[config.mk]
export PLATFORM = sky130hd
export DESIGN_NAME = gpu_draw_sequencer_flat
export DESIGN_NICKNAME = d
export VERILOG_FILES = /design/src/rtl/gpu_draw_sequencer_pkg.sv /design/src/rtl/gpu_draw_sequencer_if.sv /design/src/rtl/gpu_draw_sequencer_instr_fifo.sv /design/src/rtl/gpu_draw_sequencer.sv /design/src/flat_wrapper.sv
export SDC_FILE = /design/constraint.sdc
export NUM_CORES = 1
export LEC_CHECK = 0
export CAP_MARGIN = 20
export CORE_UTILIZATION = 38
export DETAILED_ROUTE_END_ITERATION = 8
export SLEW_MARGIN = 0
export SYNTH_ARGS = -nofsm -noshare
export SYNTH_HDL_FRONTEND = slang
export SYNTH_SLANG_ARGS = --single-unit
export TNS_END_PERCENT = 1
[constraint.sdc]
create_clock -name clk -period 3.5 [get_ports clk]
set_input_delay 0.525 -clock clk [delete_from_list [all_inputs] [get_ports clk]]
set_output_delay 0.525 -clock clk [all_outputs]
set_load 0.01 [all_outputs]
[src/rtl/gpu_draw_sequencer_pkg.sv]
// Shared widths, opcodes, FSM encoding and the instruction payload for the draw sequencer.
package gpu_draw_sequencer_pkg;

   localparam int unsigned WIDTH_BITS   = 10;
   localparam int unsigned HEIGHT_BITS  = 10;
   localparam int unsigned CHANNEL_BITS = 8;
   localparam int unsigned OPCODE_BITS  = 4;

   localparam logic [OPCODE_BITS-1:0] OP_PIXEL = 4'h1;
   localparam logic [OPCODE_BITS-1:0] OP_RECT  = 4'h2;

   typedef enum logic [1:0] {
      ST_IDLE = 2'd0,
      ST_LOAD = 2'd1,
      ST_EMIT = 2'd2
   } state_t;

   typedef struct packed {
      logic [OPCODE_BITS-1:0]  opcode;
      logic [WIDTH_BITS-1:0]   x1;
      logic [HEIGHT_BITS-1:0]  y1;
      logic [WIDTH_BITS-1:0]   x2;
      logic [HEIGHT_BITS-1:0]  y2;
      logic [CHANNEL_BITS-1:0] r;
      logic [CHANNEL_BITS-1:0] g;
      logic [CHANNEL_BITS-1:0] b;
   } instr_t;

   // Opcodes that produce pixels; everything else is popped and dropped.
   function automatic logic is_drawable(input logic [OPCODE_BITS-1:0] op);
      return (op == OP_PIXEL) || (op == OP_RECT);
   endfunction

endpackage

[src/rtl/gpu_draw_sequencer_if.sv]
// Instruction push bus, status flags and pixel valid/ready stream of the draw sequencer.
interface gpu_draw_sequencer_if;
   import gpu_draw_sequencer_pkg::*;

   logic                    push_i;
   logic [OPCODE_BITS-1:0]  opcode_i;
   logic [WIDTH_BITS-1:0]   x1_i;
   logic [WIDTH_BITS-1:0]   x2_i;
   logic [HEIGHT_BITS-1:0]  y1_i;
   logic [HEIGHT_BITS-1:0]  y2_i;
   logic [CHANNEL_BITS-1:0] r_i;
   logic [CHANNEL_BITS-1:0] g_i;
   logic [CHANNEL_BITS-1:0] b_i;
   logic                    full_o;
   logic                    overflow_o;
   logic                    busy_o;
   logic                    done_o;
   logic                    pix_valid_o;
   logic                    pix_ready_i;
   logic [WIDTH_BITS-1:0]   x_o;
   logic [HEIGHT_BITS-1:0]  y_o;
   logic [CHANNEL_BITS-1:0] r_o;
   logic [CHANNEL_BITS-1:0] g_o;
   logic [CHANNEL_BITS-1:0] b_o;

   modport master (
      output push_i, opcode_i, x1_i, x2_i, y1_i, y2_i, r_i, g_i, b_i, pix_ready_i,
      input  full_o, overflow_o, busy_o, done_o, pix_valid_o, x_o, y_o, r_o, g_o, b_o
   );

   modport slave (
      input  push_i, opcode_i, x1_i, x2_i, y1_i, y2_i, r_i, g_i, b_i, pix_ready_i,
      output full_o, overflow_o, busy_o, done_o, pix_valid_o, x_o, y_o, r_o, g_o, b_o
   );

endinterface

[src/rtl/gpu_draw_sequencer_instr_fifo.sv]
// Synchronous instruction FIFO with registered full/empty flags.
module gpu_instr_fifo
   import gpu_draw_sequencer_pkg::*;
#(
   parameter int unsigned DEPTH = 4
) (
   input  logic   clk,
   input  logic   n_rst,
   input  logic   push,
   input  instr_t push_data,
   input  logic   pop,
   output instr_t head,
   output logic   full,
   output logic   empty,
   output logic   empty_nxt_c
);

   localparam int unsigned PTR_BITS = (DEPTH > 1) ? $clog2(DEPTH) : 1;
   localparam int unsigned CNT_BITS = PTR_BITS + 1;

   instr_t              mem [DEPTH];
   logic [PTR_BITS-1:0] wr_ptr;
   logic [PTR_BITS-1:0] rd_ptr;
   logic [CNT_BITS-1:0] count;
   logic [CNT_BITS-1:0] count_nxt;
   logic                push_ok;
   logic                pop_ok;

   // A push while full is dropped even if a pop frees a slot on the same edge.
   assign push_ok = push && !full;
   assign pop_ok  = pop && !empty;

   always_comb begin
      count_nxt = count;
      if (push_ok && !pop_ok) begin
         count_nxt = count + CNT_BITS'(1);
      end else if (pop_ok && !push_ok) begin
         count_nxt = count - CNT_BITS'(1);
      end
   end

   assign empty_nxt_c = (count_nxt == '0);

   always_ff @(posedge clk) begin
      if (!n_rst) begin
         wr_ptr <= '0;
         rd_ptr <= '0;
         count  <= '0;
         full   <= 1'b0;
         empty  <= 1'b1;
      end else begin
         if (push_ok) begin
            wr_ptr <= wr_ptr + PTR_BITS'(1);
         end
         if (pop_ok) begin
            rd_ptr <= rd_ptr + PTR_BITS'(1);
         end
         count <= count_nxt;
         full  <= (count_nxt == CNT_BITS'(DEPTH));
         empty <= empty_nxt_c;
      end
   end

   // Storage needs no reset; the pointers define which entries are live.
   always_ff @(posedge clk) begin
      if (push_ok) begin
         mem[wr_ptr] <= push_data;
      end
   end

   assign head = mem[rd_ptr];

endmodule

[src/rtl/gpu_draw_sequencer.sv]
// Pops drawing instructions from a FIFO and walks each primitive in raster order
// onto a valid/ready pixel stream.
module gpu_draw_sequencer
   import gpu_draw_sequencer_pkg::*;
#(
   parameter int unsigned FIFO_DEPTH = 4
) (
   input logic                  clk,
   input logic                  n_rst,
   gpu_draw_sequencer_if.slave  bus
);

   instr_t                  push_data;
   instr_t                  head;
   instr_t                  work_q;
   instr_t                  work_d;
   logic                    fifo_full;
   logic                    fifo_empty;
   logic                    fifo_empty_nxt;
   logic                    pop;

   state_t                  state_q;
   state_t                  state_d;

   logic [WIDTH_BITS-1:0]   lo_x;
   logic [WIDTH_BITS-1:0]   hi_x;
   logic [HEIGHT_BITS-1:0]  lo_y;
   logic [HEIGHT_BITS-1:0]  hi_y;

   logic [WIDTH_BITS-1:0]   xmin_q;
   logic [WIDTH_BITS-1:0]   xmin_d;
   logic [WIDTH_BITS-1:0]   xmax_q;
   logic [WIDTH_BITS-1:0]   xmax_d;
   logic [HEIGHT_BITS-1:0]  ymax_q;
   logic [HEIGHT_BITS-1:0]  ymax_d;
   logic [WIDTH_BITS-1:0]   cur_x_q;
   logic [WIDTH_BITS-1:0]   cur_x_d;
   logic [HEIGHT_BITS-1:0]  cur_y_q;
   logic [HEIGHT_BITS-1:0]  cur_y_d;
   logic [CHANNEL_BITS-1:0] r_q;
   logic [CHANNEL_BITS-1:0] r_d;
   logic [CHANNEL_BITS-1:0] g_q;
   logic [CHANNEL_BITS-1:0] g_d;
   logic [CHANNEL_BITS-1:0] b_q;
   logic [CHANNEL_BITS-1:0] b_d;

   logic                    valid_q;
   logic                    valid_d;
   logic                    done_q;
   logic                    done_d;
   logic                    busy_q;
   logic                    busy_d;
   logic                    ovf_q;
   logic                    ovf_d;

   assign push_data = '{
      opcode: bus.opcode_i,
      x1:     bus.x1_i,
      y1:     bus.y1_i,
      x2:     bus.x2_i,
      y2:     bus.y2_i,
      r:      bus.r_i,
      g:      bus.g_i,
      b:      bus.b_i
   };

   gpu_instr_fifo #(
      .DEPTH (FIFO_DEPTH)
   ) u_fifo (
      .clk         (clk),
      .n_rst       (n_rst),
      .push        (bus.push_i),
      .push_data   (push_data),
      .pop         (pop),
      .head        (head),
      .full        (fifo_full),
      .empty       (fifo_empty),
      .empty_nxt_c (fifo_empty_nxt)
   );

   // Bound normalisation; a single pixel uses (x1, y1) for both corners.
   always_comb begin
      lo_x = work_q.x1;
      hi_x = work_q.x1;
      lo_y = work_q.y1;
      hi_y = work_q.y1;
      if (work_q.opcode == OP_RECT) begin
         if (work_q.x2 < work_q.x1) begin
            lo_x = work_q.x2;
         end else begin
            hi_x = work_q.x2;
         end
         if (work_q.y2 < work_q.y1) begin
            lo_y = work_q.y2;
         end else begin
            hi_y = work_q.y2;
         end
      end
   end

   always_ff @(posedge clk) begin
      if (!n_rst) begin
         state_q <= ST_IDLE;
      end else begin
         state_q <= state_d;
      end
   end

   // Next state plus next values of every registered output and walk counter.
   always_comb begin
      state_d = state_q;
      pop     = 1'b0;
      work_d  = work_q;
      xmin_d  = xmin_q;
      xmax_d  = xmax_q;
      ymax_d  = ymax_q;
      cur_x_d = cur_x_q;
      cur_y_d = cur_y_q;
      r_d     = r_q;
      g_d     = g_q;
      b_d     = b_q;
      done_d  = 1'b0;
      case (state_q)
         ST_IDLE: begin
            if (!fifo_empty) begin
               pop     = 1'b1;
               work_d  = head;
               state_d = ST_LOAD;
            end
         end
         ST_LOAD: begin
            if (is_drawable(work_q.opcode)) begin
               xmin_d  = lo_x;
               xmax_d  = hi_x;
               ymax_d  = hi_y;
               cur_x_d = lo_x;
               cur_y_d = lo_y;
               r_d     = work_q.r;
               g_d     = work_q.g;
               b_d     = work_q.b;
               state_d = ST_EMIT;
            end else begin
               state_d = ST_IDLE;
            end
         end
         ST_EMIT: begin
            if (bus.pix_ready_i) begin
               if (cur_x_q < xmax_q) begin
                  cur_x_d = cur_x_q + WIDTH_BITS'(1);
               end else if (cur_y_q < ymax_q) begin
                  cur_x_d = xmin_q;
                  cur_y_d = cur_y_q + HEIGHT_BITS'(1);
               end else begin
                  done_d  = 1'b1;
                  state_d = ST_IDLE;
               end
            end
         end
         default: begin
            state_d = ST_IDLE;
         end
      endcase
      valid_d = (state_d == ST_EMIT);
      busy_d  = (state_d != ST_IDLE) || !fifo_empty_nxt;
      ovf_d   = ovf_q || (bus.push_i && fifo_full);
   end

   // Pixel outputs are the walk counters, so they only move on load or handshake.
   always_ff @(posedge clk) begin
      if (!n_rst) begin
         work_q  <= '0;
         xmin_q  <= '0;
         xmax_q  <= '0;
         ymax_q  <= '0;
         cur_x_q <= '0;
         cur_y_q <= '0;
         r_q     <= '0;
         g_q     <= '0;
         b_q     <= '0;
         valid_q <= 1'b0;
         done_q  <= 1'b0;
         busy_q  <= 1'b0;
         ovf_q   <= 1'b0;
      end else begin
         work_q  <= work_d;
         xmin_q  <= xmin_d;
         xmax_q  <= xmax_d;
         ymax_q  <= ymax_d;
         cur_x_q <= cur_x_d;
         cur_y_q <= cur_y_d;
         r_q     <= r_d;
         g_q     <= g_d;
         b_q     <= b_d;
         valid_q <= valid_d;
         done_q  <= done_d;
         busy_q  <= busy_d;
         ovf_q   <= ovf_d;
      end
   end

   assign bus.full_o      = fifo_full;
   assign bus.overflow_o  = ovf_q;
   assign bus.busy_o      = busy_q;
   assign bus.done_o      = done_q;
   assign bus.pix_valid_o = valid_q;
   assign bus.x_o         = cur_x_q;
   assign bus.y_o         = cur_y_q;
   assign bus.r_o         = r_q;
   assign bus.g_o         = g_q;
   assign bus.b_o         = b_q;

endmodule

[src/flat_wrapper.sv]
// flat-port wrapper written by rule: the top's interface ports become plain ports
module gpu_draw_sequencer_flat import gpu_draw_sequencer_pkg::*;
#(
   parameter int unsigned FIFO_DEPTH = 4
)
  (clk, n_rst, bus_push_i, bus_opcode_i, bus_x1_i, bus_x2_i, bus_y1_i, bus_y2_i, bus_r_i, bus_g_i, bus_b_i, bus_pix_ready_i, bus_full_o, bus_overflow_o, bus_busy_o, bus_done_o, bus_pix_valid_o, bus_x_o, bus_y_o, bus_r_o, bus_g_o, bus_b_o);
  gpu_draw_sequencer_if bus_i ();
  input logic clk;
  input logic n_rst;
  input wire logic [$bits(bus_i.push_i)-1:0] bus_push_i;
  input wire logic [$bits(bus_i.opcode_i)-1:0] bus_opcode_i;
  input wire logic [$bits(bus_i.x1_i)-1:0] bus_x1_i;
  input wire logic [$bits(bus_i.x2_i)-1:0] bus_x2_i;
  input wire logic [$bits(bus_i.y1_i)-1:0] bus_y1_i;
  input wire logic [$bits(bus_i.y2_i)-1:0] bus_y2_i;
  input wire logic [$bits(bus_i.r_i)-1:0] bus_r_i;
  input wire logic [$bits(bus_i.g_i)-1:0] bus_g_i;
  input wire logic [$bits(bus_i.b_i)-1:0] bus_b_i;
  input wire logic [$bits(bus_i.pix_ready_i)-1:0] bus_pix_ready_i;
  output wire logic [$bits(bus_i.full_o)-1:0] bus_full_o;
  output wire logic [$bits(bus_i.overflow_o)-1:0] bus_overflow_o;
  output wire logic [$bits(bus_i.busy_o)-1:0] bus_busy_o;
  output wire logic [$bits(bus_i.done_o)-1:0] bus_done_o;
  output wire logic [$bits(bus_i.pix_valid_o)-1:0] bus_pix_valid_o;
  output wire logic [$bits(bus_i.x_o)-1:0] bus_x_o;
  output wire logic [$bits(bus_i.y_o)-1:0] bus_y_o;
  output wire logic [$bits(bus_i.r_o)-1:0] bus_r_o;
  output wire logic [$bits(bus_i.g_o)-1:0] bus_g_o;
  output wire logic [$bits(bus_i.b_o)-1:0] bus_b_o;
  assign bus_i.push_i = bus_push_i;
  assign bus_i.opcode_i = bus_opcode_i;
  assign bus_i.x1_i = bus_x1_i;
  assign bus_i.x2_i = bus_x2_i;
  assign bus_i.y1_i = bus_y1_i;
  assign bus_i.y2_i = bus_y2_i;
  assign bus_i.r_i = bus_r_i;
  assign bus_i.g_i = bus_g_i;
  assign bus_i.b_i = bus_b_i;
  assign bus_i.pix_ready_i = bus_pix_ready_i;
  assign bus_full_o = bus_i.full_o;
  assign bus_overflow_o = bus_i.overflow_o;
  assign bus_busy_o = bus_i.busy_o;
  assign bus_done_o = bus_i.done_o;
  assign bus_pix_valid_o = bus_i.pix_valid_o;
  assign bus_x_o = bus_i.x_o;
  assign bus_y_o = bus_i.y_o;
  assign bus_r_o = bus_i.r_o;
  assign bus_g_o = bus_i.g_o;
  assign bus_b_o = bus_i.b_o;
  gpu_draw_sequencer #(.FIFO_DEPTH(FIFO_DEPTH)) u_core (.clk(clk), .n_rst(n_rst), .bus(bus_i));
endmodule
# --- Word level (Yosys, flattened, before mapping) ---
# Memories as Yosys holds them, arrays and structs flattened. A register that Yosys moved wholly into a read port is not among the register bits.
# Cells that the tools add are included.
op_classes:
  add_sub_neg: 6
  magnitude_cmp: 4
  n_eq_ne: 11
  mux: 31
  n_bitwise: 4
  reduce_logical: 23
op_table:
  columns: ["op", "count"]
  rows:
  - ["$mux 10", 16]
  - ["$lt 10x10->1", 4]
  - ["$pmux 10 s2", 2]
  - ["$add 10x1->10 const B", 2]
  - ["$mux 2", 5]
  - ["$logic_not 1->1", 6]
  - ["$mux 3", 2]
  - ["$pmux 2 s3", 1]
  - ["$logic_and 1x1->1", 5]
  - ["$mux 1", 5]
  - ["$reduce_and 5->1", 1]
  - ["$add 2x1->2 const B", 2]
  - ["$eq 2x2->1 const B", 2]
  - ["$eq 4x1->1 const B", 1]
  - ["$eq 4x2->1 const B", 1]
  - ["$ne 2x1->1 const B", 2]
  - ["$ne 2x2->1 const B", 2]
  - ["$not 1->1", 4]
  - ["$reduce_and 2->1", 2]
  - ["$reduce_and 4->1", 1]
  - ["$reduce_bool 2->1", 2]
  - ["$reduce_or 4->1", 1]
  - ["$add 3x1->3 const B", 1]
  - ["$eq 3x3->1 const B", 1]
  - ["other kinds (6)", 8]
totals:
  reg_bits: 89
  ramBits: 272
  in_bits: 72
  word_cells: 98
  memories: 1
mem_list:
  columns: ["name", "depth", "width", "read_ports", "rd_ports_with_merged_regs", "write_ports", "line", "source"]
  rows:
  - ["u_core.u_fifo.mem", 4, 68, 1, 1, 1, "gpu_draw_sequencer_instr_fifo.sv:21", "instr_t mem [DEPTH];"]

# --- Depth between registers and ports, before layout ---
# Gate-level depths: netlist of run 1.
logic_depth:
  word_depth: 9
  mapped_depth: 10
  ltp_nobuf: 9

# --- Modules after synthesis ---
# Synthesis of run 1 repeated with hierarchy kept, for this count alone.
unflattened:
  hier_cells: 1292
  hier_area_um2: 17762.0
modules_own_cells:
  columns: ["module", "n_inst", "cells_per_inst", "area_each_um2", "seq_area_each_um2"]
  rows:
  - ["gpu_instr_fifo", 1, 424, 10427.5, 8388.0]
  - ["gpu_draw_sequencer", 1, 868, 7334.5, 2962.8]

# --- Worst setup path after synthesis of run 1 ---
# No wires, ideal clock.
synth_path:
  path_kind: "input port to flip-flop"
  from: "in bus_push_i"
  to: "mem u_core.u_fifo.mem[1][0] (netlist name), enable pin"
  setup_ns: 0.433
  arrival_ns: 2.645
  setup_slack_ns: 0.422
  path_stages: 3
  path_cell_list: "nor2b_1 clkbuf_1 and2_1"
synth_between:
  elab_chain_cells: 3
synth_lines:
  columns: ["element", "line", "source"]
  rows:
  - ["start: declaration", "flat_wrapper.sv:10", "input wire logic [$bits(bus_i.push_i)-1:0] bus_push_i;"]
  - ["$logic_and 1x1->1", "gpu_draw_sequencer_instr_fifo.sv:30", "assign push_ok = push && !full;"]
  - ["$mux 1", "gpu_draw_sequencer_instr_fifo.sv:66", "if (push_ok) begin"]
  - ["$mux 1 (implied by the code)", "gpu_draw_sequencer_instr_fifo.sv:67", "mem[wr_ptr] <= push_data;"]
  - ["end: declaration", "gpu_draw_sequencer_instr_fifo.sv:21", null]
# Every way passes these cells.

# --- Final worst setup path of run 1 ---
layout_path:
  from: "reg u_core.cur_x_q[7], in the netlist u_core.bus.x_o[7]"
  to: "reg u_core.cur_x_q[3], in the netlist u_core.bus.x_o[3]"
layout_between:
  elab_chain_cells: 4
  elab_cells_between_ends: 6
  classes_between: "1 x order compare; 1 x eq/ne; 3 x mux; 1 x reduce/logical"
layout_lines:
  columns: ["element", "line", "source"]
  rows:
  - ["start: declaration", "gpu_draw_sequencer.sv:36", "logic [WIDTH_BITS-1:0] cur_x_q;"]
  - ["start signal: assignment", "gpu_draw_sequencer.sv:189", "cur_x_q <= cur_x_d;"]
  - ["$lt 10x10->1 *", "gpu_draw_sequencer.sv:148", "if (cur_x_q < xmax_q) begin"]
  - ["$mux 10", "gpu_draw_sequencer.sv:148", null]
  - ["$mux 10", "gpu_draw_sequencer.sv:147", "if (bus.pix_ready_i) begin"]
  - ["$pmux 10 s2", "gpu_draw_sequencer.sv:123", "case (state_q)"]
# Mark *: on every way between the ends. The rest lies on a longest branch, timed or not. The select of a mux whose other input is x is not followed.
# A chain may end at the register's enable or synchronous reset.

==> results_tabular.tex, run 1 <==
\begin{tabular}{lr}
\hline
Metric & Value \\
\hline
\multicolumn{2}{l}{\textbf{Outcome}} \\
\quad Run status & completed \\
\multicolumn{2}{l}{\textbf{Critical path}} \\
\quad Reg-to-reg critical path endpoint & u\_core.bus.x\_o[3] \\
\quad Category of the most critical setup path & reg -> reg \\
\quad Critical path endpoint category & register \\
\quad WP data required & 3.99 ns \\
\quad Launching point of the worst reg2reg path & u\_core.bus.x\_o[7] \\
\quad Arrival time of data at the critical path endpoint & 3.09 ns \\
\quad Worst setup SP type & register \\
\quad Worst r2r path cells & 8 \\
\quad Internal reg-to-reg setup slack & 0.90 ns \\
\quad Critical-path maximum fanout & 7 \\
\multicolumn{2}{l}{\textbf{Timing}} \\
\quad Setup TNS & 0 ns \\
\quad Final clock skew & 0.0162 ns \\
\quad Actual slew at the worst max-slew pin & 0.990 ns \\
\quad Worst slew margin relative to its limit & 34.0\% \\
\quad Final min period & 2.60 ns \\
\quad Fmax achieved & 0.385 GHz \\
\quad Fin. Hold Viols & 0 \\
\quad Part of the cycle the worst path needs & 74.2\% \\
\quad Setup repair after global routing missed its margin & no \\
\quad Final setup violating endpoints & 0 \\
\quad Slew Limit Fails & 0 \\
\multicolumn{2}{l}{\textbf{Synthesis}} \\
\quad Post-Synthesis Cells & 1270 \\
\quad Post-Syn Nets & 1386 \\
\quad Netlist Area Pre-Place & 0.0172 mm² \\
\quad Synth async-reset ratio & 0\% \\
\quad Top area cells in the synthesized netlist & sky130\_fd\_sc\_hd\_\_edfxtp\_1, sky130\_fd\_sc\_hd\_\_dfxtp\_1, sky130\_fd\_sc\_hd\_\_mux4\_2, sky130\_fd\_sc\_hd\_\_nand2\_1, sky130\_fd\_sc\_hd\_\_a21oi\_1 \\
\quad Post-synth top area share & 47.6\% \\
\quad Flops \& latches, synth & 429 \\
\quad Top\_reg\_cell synth & sky130\_fd\_sc\_hd\_\_edfxtp\_1 \\
\quad Yosys cell types & 62 \\
\quad Most common library cells after synthesis & sky130\_fd\_sc\_hd\_\_edfxtp\_1, sky130\_fd\_sc\_hd\_\_nand2\_1, sky130\_fd\_sc\_hd\_\_dfxtp\_1 \\
\quad Warning count from the yosys run & 0 \\
\quad Leading area contributor after synthesis & sky130\_fd\_sc\_hd\_\_edfxtp\_1 \\
\quad Mean Syn Cell Area & 13.5 µm² \\
\quad Sequential area share after synthesis & 65.9\% \\
\quad Most frequent cell after synthesis & sky130\_fd\_sc\_hd\_\_edfxtp\_1 \\
\quad Number of enable flip-flop cells after synthesis & 272 \\
\multicolumn{2}{l}{\textbf{Place}} \\
\quad Placed instance count & 1938 \\
\quad Count of input and output buffers & 120 \\
\quad Global placer's final weighted congestion & 0.846 \\
\quad Detailed-placement wirelength estimate & 24700 µm \\
\multicolumn{2}{l}{\textbf{Global routing}} \\
\quad Pin count of the biggest net entering global routing & 100 \\
\quad First-pass GRT wire length & 61300 µm \\
\quad Met3 track demand over resource in global routing & 3.43\% \\
\quad Total track usage & 17.1\% \\
\quad Global routing usage on met1 & 22.4\% \\
\quad Antenna violations before repair & 4 \\
\quad Met2 routing resource usage after global routing & 28.5\% \\
\quad Most utilized layer in the global route result & met2 \\
\quad Global route overflow & 0 \\
\quad Via count of the first global-routing pass & 10700 \\
\multicolumn{2}{l}{\textbf{Clocking}} \\
\quad Setup bufs post-CTS & 0 \\
\quad Total of cells resized after clock tree synthesis & 0 \\
\quad Hold Buf Count CTS & 0 \\
\quad Clk Latency, worst-skew pair & 0.58 ns \\
\quad Master cell of the clock root buffer & sky130\_fd\_sc\_hd\_\_clkbuf\_16 \\
\quad Total clock buffers created by CTS & 46 \\
\quad Clock transition at the register clock pins on the worst setup and hold paths after CTS & 0.06 ns \\
\quad Clock Tree Buf Depth & 3 \\
\quad Clock tree from TritonCTS & done \\
\quad Clock Sink Count & 429 \\
\quad Maximum level of the CTS H-tree & 2 \\
\multicolumn{2}{l}{\textbf{Layout}} \\
\quad Post-synthesis to final-layout area growth & 21.4\% \\
\quad Share of post-route cells with drive strength above 1 & 13.5\% \\
\quad Final Non-Filler Cells & 2024 \\
\quad Total Nets Final & 1510 \\
\multicolumn{2}{l}{\textbf{Route}} \\
\quad Detailed-route DRC error count & 0 \\
\quad Vias per cell & 5.14 \\
\quad Post-route antenna net violation count & 0 \\
\quad Aggregate routed wire length & 38800 µm \\
\quad Via count & 10400 \\
\quad Average routed wire per standard cell & 19.2 µm \\
\quad 1st-pass router iterations & 5 \\
\quad DRT iter0 DRCs & 600 \\
\multicolumn{2}{l}{\textbf{Hold path}} \\
\quad Worst Hold Depth & 2 \\
\quad Hold path startpoint & u\_core.work\_q[9] \\
\quad Hold Crit Endpoint & u\_core.work\_q[9] \\
\quad Type of the tightest min-delay check & reg -> reg \\
\multicolumn{2}{l}{\textbf{Power}} \\
\quad Leakage power total & 7.06 nW \\
\quad Overall power consumption & 15.5 mW \\
\quad Worst vdd rail ir drop & 0.355 mV \\
\quad P per Cell Area & 744 mW/mm² \\
\multicolumn{2}{l}{\textbf{Floorplanning}} \\
\quad Vertical extent of the die & 214 µm \\
\quad Core ar. & 0.0444 mm² \\
\quad Initial cell density of the core & 38.6\% \\
\quad Number of placement rows & 77 \\
\quad Number of primary I/O pins & 121 \\
\quad Die footprint & 0.0460 mm² \\
\quad Chip Width & 214 µm \\
\multicolumn{2}{l}{\textbf{Run}} \\
\quad Number of violations of the max-capacitance limit & 0 \\
\hline
\end{tabular}
==> per-layer routing <==
layer	vias up	share of wire, %
met5	-	0.10
met4	6	2.0
met3	61	5.0
met2	216	48
met1	5148	45
li1	4978	-
==> where the power goes <==
group          leakage [nW]  internal [mW]  switching, mW
clock network         0.835           3.41           2.00
logic                  2.45           1.51           2.06
registers              3.77           6.05          0.463
==> how the worst max path moves through the flow <==
stage                            startpoint                       to  cells past startpoint
final                     u_core.bus.x_o[7]        u_core.bus.x_o[3]                      8
after CTS                 u_core.bus.x_o[7]        u_core.bus.x_o[3]                      8
after floorplan                  bus_push_i  u_core.u_fifo.mem[1][0]                      3
after detailed placement  u_core.bus.x_o[7]        u_core.bus.x_o[3]                      8
after global placement    u_core.bus.x_o[4]        u_core.bus.y_o[6]                      8
after global routing       u_core.ymax_q[9]        u_core.bus.x_o[0]                      8
==> logic make-up (layout without fill, tap and decap cells) <==
family / Yosys count / count (layout) / synth area share (%)
AOI/OAI and AO/OA: 236 / 236 / 8.07
other: 0 / 1 / 0
buffers and inverters: 114 / 275 / 2.58
DFF: 429 / 429 / 65.9
adders and majority gates: 44 / 44 / 3.21
muxes: 107 / 107 / 11.3
and+or+nand+nor: 327 / 327 / 8.29
xor gates and xnor gates: 13 / 13 / 0.664
==> cell type report <==
| cell class | count | area [µm²] |
|---|---|---|
| Clock buffer | 62 | 1290 |
| Multi-Input combinational cell | 727 | 5420 |
| Fill cell | 3948 | 23600 |
| Sequential cell | 429 | 11300 |
| Timing Repair Buffer | 144 | 1470 |
| Inverter | 46 | 174 |
| Tap cell | 592 | 741 |
| Clock inverter | 23 | 420 |
| Antenna cell | 1 | 2.50 |
==> sequential cells by signal, indices dropped and copies added (netlist names), 10 cells and up <==
| register | flops |
|---|---|
| u_core.ymax_q | 10 |
| u_core.bus.x_o | 10 |
| u_core.xmax_q | 10 |
| u_core.u_fifo.mem | 272 |
| u_core.bus.y_o | 10 |
| u_core.xmin_q | 10 |
| u_core.work_q | 68 |
==> stage by stage <==
stage	area [µm²]	hold WS, ns	util, %	worst slack [ns]
3_3_place_gp	19100	0.442	43.0	0.947
3_5_place_dp	19100	0.447	43.0	0.908
2_1_floorplan	17200	0.432	-	0.422
5_1_grt	20800	0.472	46.9	0.711
6_report	20800	0.453	46.9	0.901
4_1_cts	20800	0.454	46.9	0.887
==> worst max-delay path: stages (launching register included) <==
cell and delay [ns]:
sky130_fd_sc_hd__dfxtp_1 0.45, sky130_fd_sc_hd__ha_1 0.29, sky130_fd_sc_hd__a211oi_1 0.21, sky130_fd_sc_hd__nor2_1 0.09, sky130_fd_sc_hd__or3_1 0.40, sky130_fd_sc_hd__o22ai_2 0.29, sky130_fd_sc_hd__nor2b_1 0.49, sky130_fd_sc_hd__o211ai_1 0.18
sky130_fd_sc_hd__o211ai_1 0.12
==> placed cells by master, fill, tap and decap left out, drive strengths merged, types with 6 or more instances in the layout <==
master | Yosys | final
ha | 44 | 44
buf | 20 | 24
clkinv | 0 | 10
o211ai | 13 | 13
bufinv | 0 | 11
mux2 | 7 | 7
dfxtp | 157 | 157
nand3 | 26 | 26
o21ai | 41 | 41
mux2i | 32 | 32
xnor2 | 7 | 7
edfxtp | 272 | 272
nor3 | 10 | 10
nand2 | 214 | 214
clkbuf | 48 | 62
mux4 | 68 | 68
and3 | 8 | 8
inv | 46 | 46
a21oi | 140 | 140
nand4 | 8 | 8
clkdlybuf4s50 | 0 | 120
nor2 | 34 | 34
xor2 | 6 | 6
a211oi | 7 | 7
No activity file was read; power rests on OpenSTA's default activity.
==> run 2, diff against run 1 <==
==> constraint.sdc (replaced) <==
create_clock -name clk -period 2.3 [get_ports clk]
set_input_delay 0.345 -clock clk [delete_from_list [all_inputs] [get_ports clk]]
set_output_delay 0.345 -clock clk [all_outputs]
set_load 0.01 [all_outputs]
==> results_tabular.tex, run 2 (synthesis results as in run 1) <==
\begin{tabular}{lr}
\hline
Metric & Value \\
\hline
\multicolumn{2}{l}{\textbf{Outcome}} \\
\quad Run status & finished with violations \\
\quad Violated checks & setup timing \\
\multicolumn{2}{l}{\textbf{Timing}} \\
\quad Final min period & 2.43 ns (-0.172 ns) \\
\quad Actual slew at the worst max-slew pin & 0.573 ns (-0.417 ns) \\
\quad Post-route setup slack & -0.127 ns (-1.03 ns) \\
\quad Fmax achieved & 0.412 GHz (+7.1\%) \\
\quad Worst slew margin relative to its limit & 61.3\% (+27 points) \\
\quad Part of the cycle the worst path needs & 106\% (+31 points) \\
\quad Setup repair after global routing missed its margin & yes \\
\quad Final clock skew & 0.0186 ns (+0.00233 ns) \\
\quad Slew Limit Fails & 0 (unchanged) \\
\quad Fin. Hold Viols & 0 (unchanged) \\
\quad Setup TNS & -0.616 ns (-0.616 ns) \\
\quad Final setup violating endpoints & 13 (+13) \\
\multicolumn{2}{l}{\textbf{Critical path}} \\
\quad Kind of cell with the highest combined delay on the critical path & simple AND/OR/NAND/NOR gates \\
\quad Critical path endpoint category & register \\
\quad Max incr delay on CP & 0.44 ns (-0.05 ns) \\
\quad Arrival time of data at the critical path endpoint & 2.86 ns (-0.23 ns) \\
\quad Path length in cells of the critical path & 7 (-1) \\
\quad Category of the most critical setup path & reg -> reg \\
\quad Reg-to-reg critical path endpoint & u\_core.bus.y\_o[7] \\
\quad Worst setup SP type & register \\
\quad Sequence of cells on the critical path & ha\_4 > a41oi\_2 > or3\_4 > a211o\_1 > or3b\_4 > o2111ai\_2 > o311ai\_1 \\
\quad Launching point of the worst reg2reg path & u\_core.bus.x\_o[4] \\
\quad Internal reg-to-reg setup slack & -0.13 ns (-1.03 ns) \\
\quad Crit-path slowest cell & sky130\_fd\_sc\_hd\_\_or3\_4 \\
\quad Critical-path maximum fanout & 4 (-3) \\
\quad WP data required & 2.73 ns (-1.26 ns) \\
\quad Worst r2r path cells & 7 (-1) \\
\quad CP bufs+invs & 0 (unchanged) \\
\multicolumn{2}{l}{\textbf{Clocking}} \\
\quad Clock Sink Count & 429 (unchanged) \\
\quad Clock tree from TritonCTS & done \\
\quad Maximum level of the CTS H-tree & 2 (unchanged) \\
\quad Clk Latency, worst-skew pair & 0.56 ns (-0.02 ns) \\
\quad Master cell of the clock root buffer & sky130\_fd\_sc\_hd\_\_clkbuf\_16 \\
\quad Clock Tree Buf Depth & 3 (unchanged) \\
\quad Hold Buf Count CTS & 0 (unchanged) \\
\quad Total clock buffers created by CTS & 45 (-2.2\%) \\
\quad Clock transition at the register clock pins on the worst setup and hold paths after CTS & 0.06 ns (about the same) \\
\multicolumn{2}{l}{\textbf{Layout}} \\
\quad Register containing the most flip-flops in the final layout & u\_core.u\_fifo.mem \\
\quad Registers with the most flip-flops & u\_core.u\_fifo.mem (272), u\_core.work\_q (68) \\
\quad Total Nets Final & 1598 (+5.8\%) \\
\quad Share of post-route cells with drive strength above 1 & 21.1\% (+7.6 points) \\
\quad Commonest cells after routing, fill and taps aside & sky130\_fd\_sc\_hd\_\_edfxtp\_1, sky130\_fd\_sc\_hd\_\_nand2\_1, sky130\_fd\_sc\_hd\_\_dfxtp\_1, sky130\_fd\_sc\_hd\_\_a21oi\_1, sky130\_fd\_sc\_hd\_\_clkdlybuf4s50\_1 \\
\quad Number of fillers in the final layout & 3854 (-2.4\%) \\
\quad Most common cell after layout, fill and taps aside & sky130\_fd\_sc\_hd\_\_edfxtp\_1 \\
\quad Post-synthesis to final-layout area growth & 26.9\% \\
\quad Number of flip-flops under the largest register name & 272 (unchanged) \\
\multicolumn{2}{l}{\textbf{Power}} \\
\quad Leakage power total & 7.49 nW (+6.1\%) \\
\quad P per Cell Area & 1100 mW/mm² (+48\%) \\
\quad Worst vdd rail ir drop & 0.687 mV (+94\%) \\
\quad Overall power consumption & 23.9 mW (+54\%) \\
\multicolumn{2}{l}{\textbf{Floorplanning}} \\
\quad Vertical extent of the die & 214 µm (unchanged) \\
\quad Initial cell density of the core & 38.6\% (unchanged) \\
\quad Number of placement rows & 77 (unchanged) \\
\quad Core ar. & 0.0444 mm² (unchanged) \\
\quad Chip Width & 214 µm (unchanged) \\
\quad Die footprint & 0.0460 mm² (unchanged) \\
\quad Number of primary I/O pins & 121 (unchanged) \\
\multicolumn{2}{l}{\textbf{Global routing}} \\
\quad Antenna violations before repair & 2 (-2) \\
\quad Total track usage & 17.8\% (+0.72 points) \\
\quad Global route overflow & 0 (unchanged) \\
\quad First-pass GRT wire length & 63500 µm (+3.7\%) \\
\quad Via count of the first global-routing pass & 11200 (+4.5\%) \\
\quad Pin count of the biggest net entering global routing & 90 (-10\%) \\
\multicolumn{2}{l}{\textbf{Hold path}} \\
\quad Hold path startpoint & bus\_y2\_i[0] \\
\quad Hold Crit Endpoint & u\_core.u\_fifo.mem[3][24] \\
\quad Worst Hold Depth & 1 (-1) \\
\quad Type of the tightest min-delay check & in -> reg \\
\multicolumn{2}{l}{\textbf{Route}} \\
\quad Average routed wire per standard cell & 19.2 µm (+0.25\%) \\
\quad Vias per cell & 5.13 (-0.29\%) \\
\quad Detailed-route DRC error count & 0 (unchanged) \\
\quad Via count & 10800 (+4.0\%) \\
\quad DRT iter0 DRCs & 760 (+27\%) \\
\quad Post-route antenna net violation count & 0 (unchanged) \\
\quad 1st-pass router iterations & 5 (unchanged) \\
\quad Aggregate routed wire length & 40500 µm (+4.6\%) \\
\multicolumn{2}{l}{\textbf{Place}} \\
\quad Count of input and output buffers & 120 (unchanged) \\
\quad Global placer's final weighted congestion & 0.839 (-0.82\%) \\
\quad Detailed-placement wirelength estimate & 26600 µm (+7.5\%) \\
\multicolumn{2}{l}{\textbf{Run}} \\
\quad Number of violations of the max-capacitance limit & 0 (unchanged) \\
\hline
\end{tabular}
-- run 2: final cells by class --
| cell class | instances | area [µm²] | share of cell area, % |
|---|---|---|---|
| flip-flops and latches | 429 | 11300 | 52.0 |
| well taps | 592 | 741 | 3.40 |
| inverters | 46 | 174 | 0.799 |
| diodes | 1 | 2.50 | 0.0115 |
| repair buffers | 233 | 2350 | 10.8 |
| multi-input cells | 727 | 5690 | 26.1 |
| clock inverters | 20 | 193 | 0.885 |
| clock buffers | 63 | 1290 | 5.94 |
-- run 2: repair_timing --
action | CTS | global route
setup endpoints to repair | 16 | 39
buffers inserted | 0 | 3
gates resized for setup | 9 | 43
pin swaps | 4 | 15
cloned | 0 | 0
-- run 2: worst max-delay path by stage --
| stage | slack (ns) | endpoint | start |
|---|---|---|---|
| after global routing | -0.20 | u_core.bus.y_o[7] | u_core.xmax_q[4] |
| after detailed placement | -0.14 | u_core.bus.y_o[6] | u_core.xmax_q[9] |
| after CTS | -0.12 | u_core.bus.y_o[7] | u_core.xmax_q[6] |
| after global placement | -0.09 | u_core.bus.y_o[7] | u_core.xmax_q[9] |
| after floorplan | -0.60 | u_core.u_fifo.mem[3][0] | bus_push_i |
| final | -0.13 | u_core.bus.y_o[7] | u_core.bus.x_o[4] |
-- run 2: metal layers --
layer  vias to the layer above  track usage, %  wire length, µm
met4                         2            5.88              916
met2                       244            29.5            19600
met1                      5361            23.4            18000
met5                         -               0               13
li1                       5155               -                -
met3                        63            3.39             1980
-- run 2: power breakdown --
group | switching, mW | leakage [nW] | internal, mW
Clock | 2.96 | 0.726 | 4.27
Combinational | 3.75 | 2.99 | 3.24
Sequential | 0.476 | 3.78 | 9.21
-- run 2: metrics by stage --
stage                     hold slack, ns  worst slack, ns  instances  util [%]  area (µm²)
after detailed placement           0.448           -0.138       2024      45.0       20000
final                              0.417           -0.127       2111      49.0       21800
after CTS                          0.371           -0.122       2107      48.4       21500
after global routing               0.403           -0.204       2110      49.0       21800
after global placement             0.437          -0.0924       2024      45.0       20000
after floorplan                    0.432           -0.598       1270         -       17200
-- run 2: worst register-to-register path: cells and delay by family, from the launching register on --
| kind | cells | cell delay [ns] |
|---|---|---|
| and+or+nand+nor | 2 | 0.84 |
| adders and majority gates | 1 | 0.29 |
| AOI/OAI and AO/OA | 4 | 0.80 |
| DFF | 1 | 0.35 |
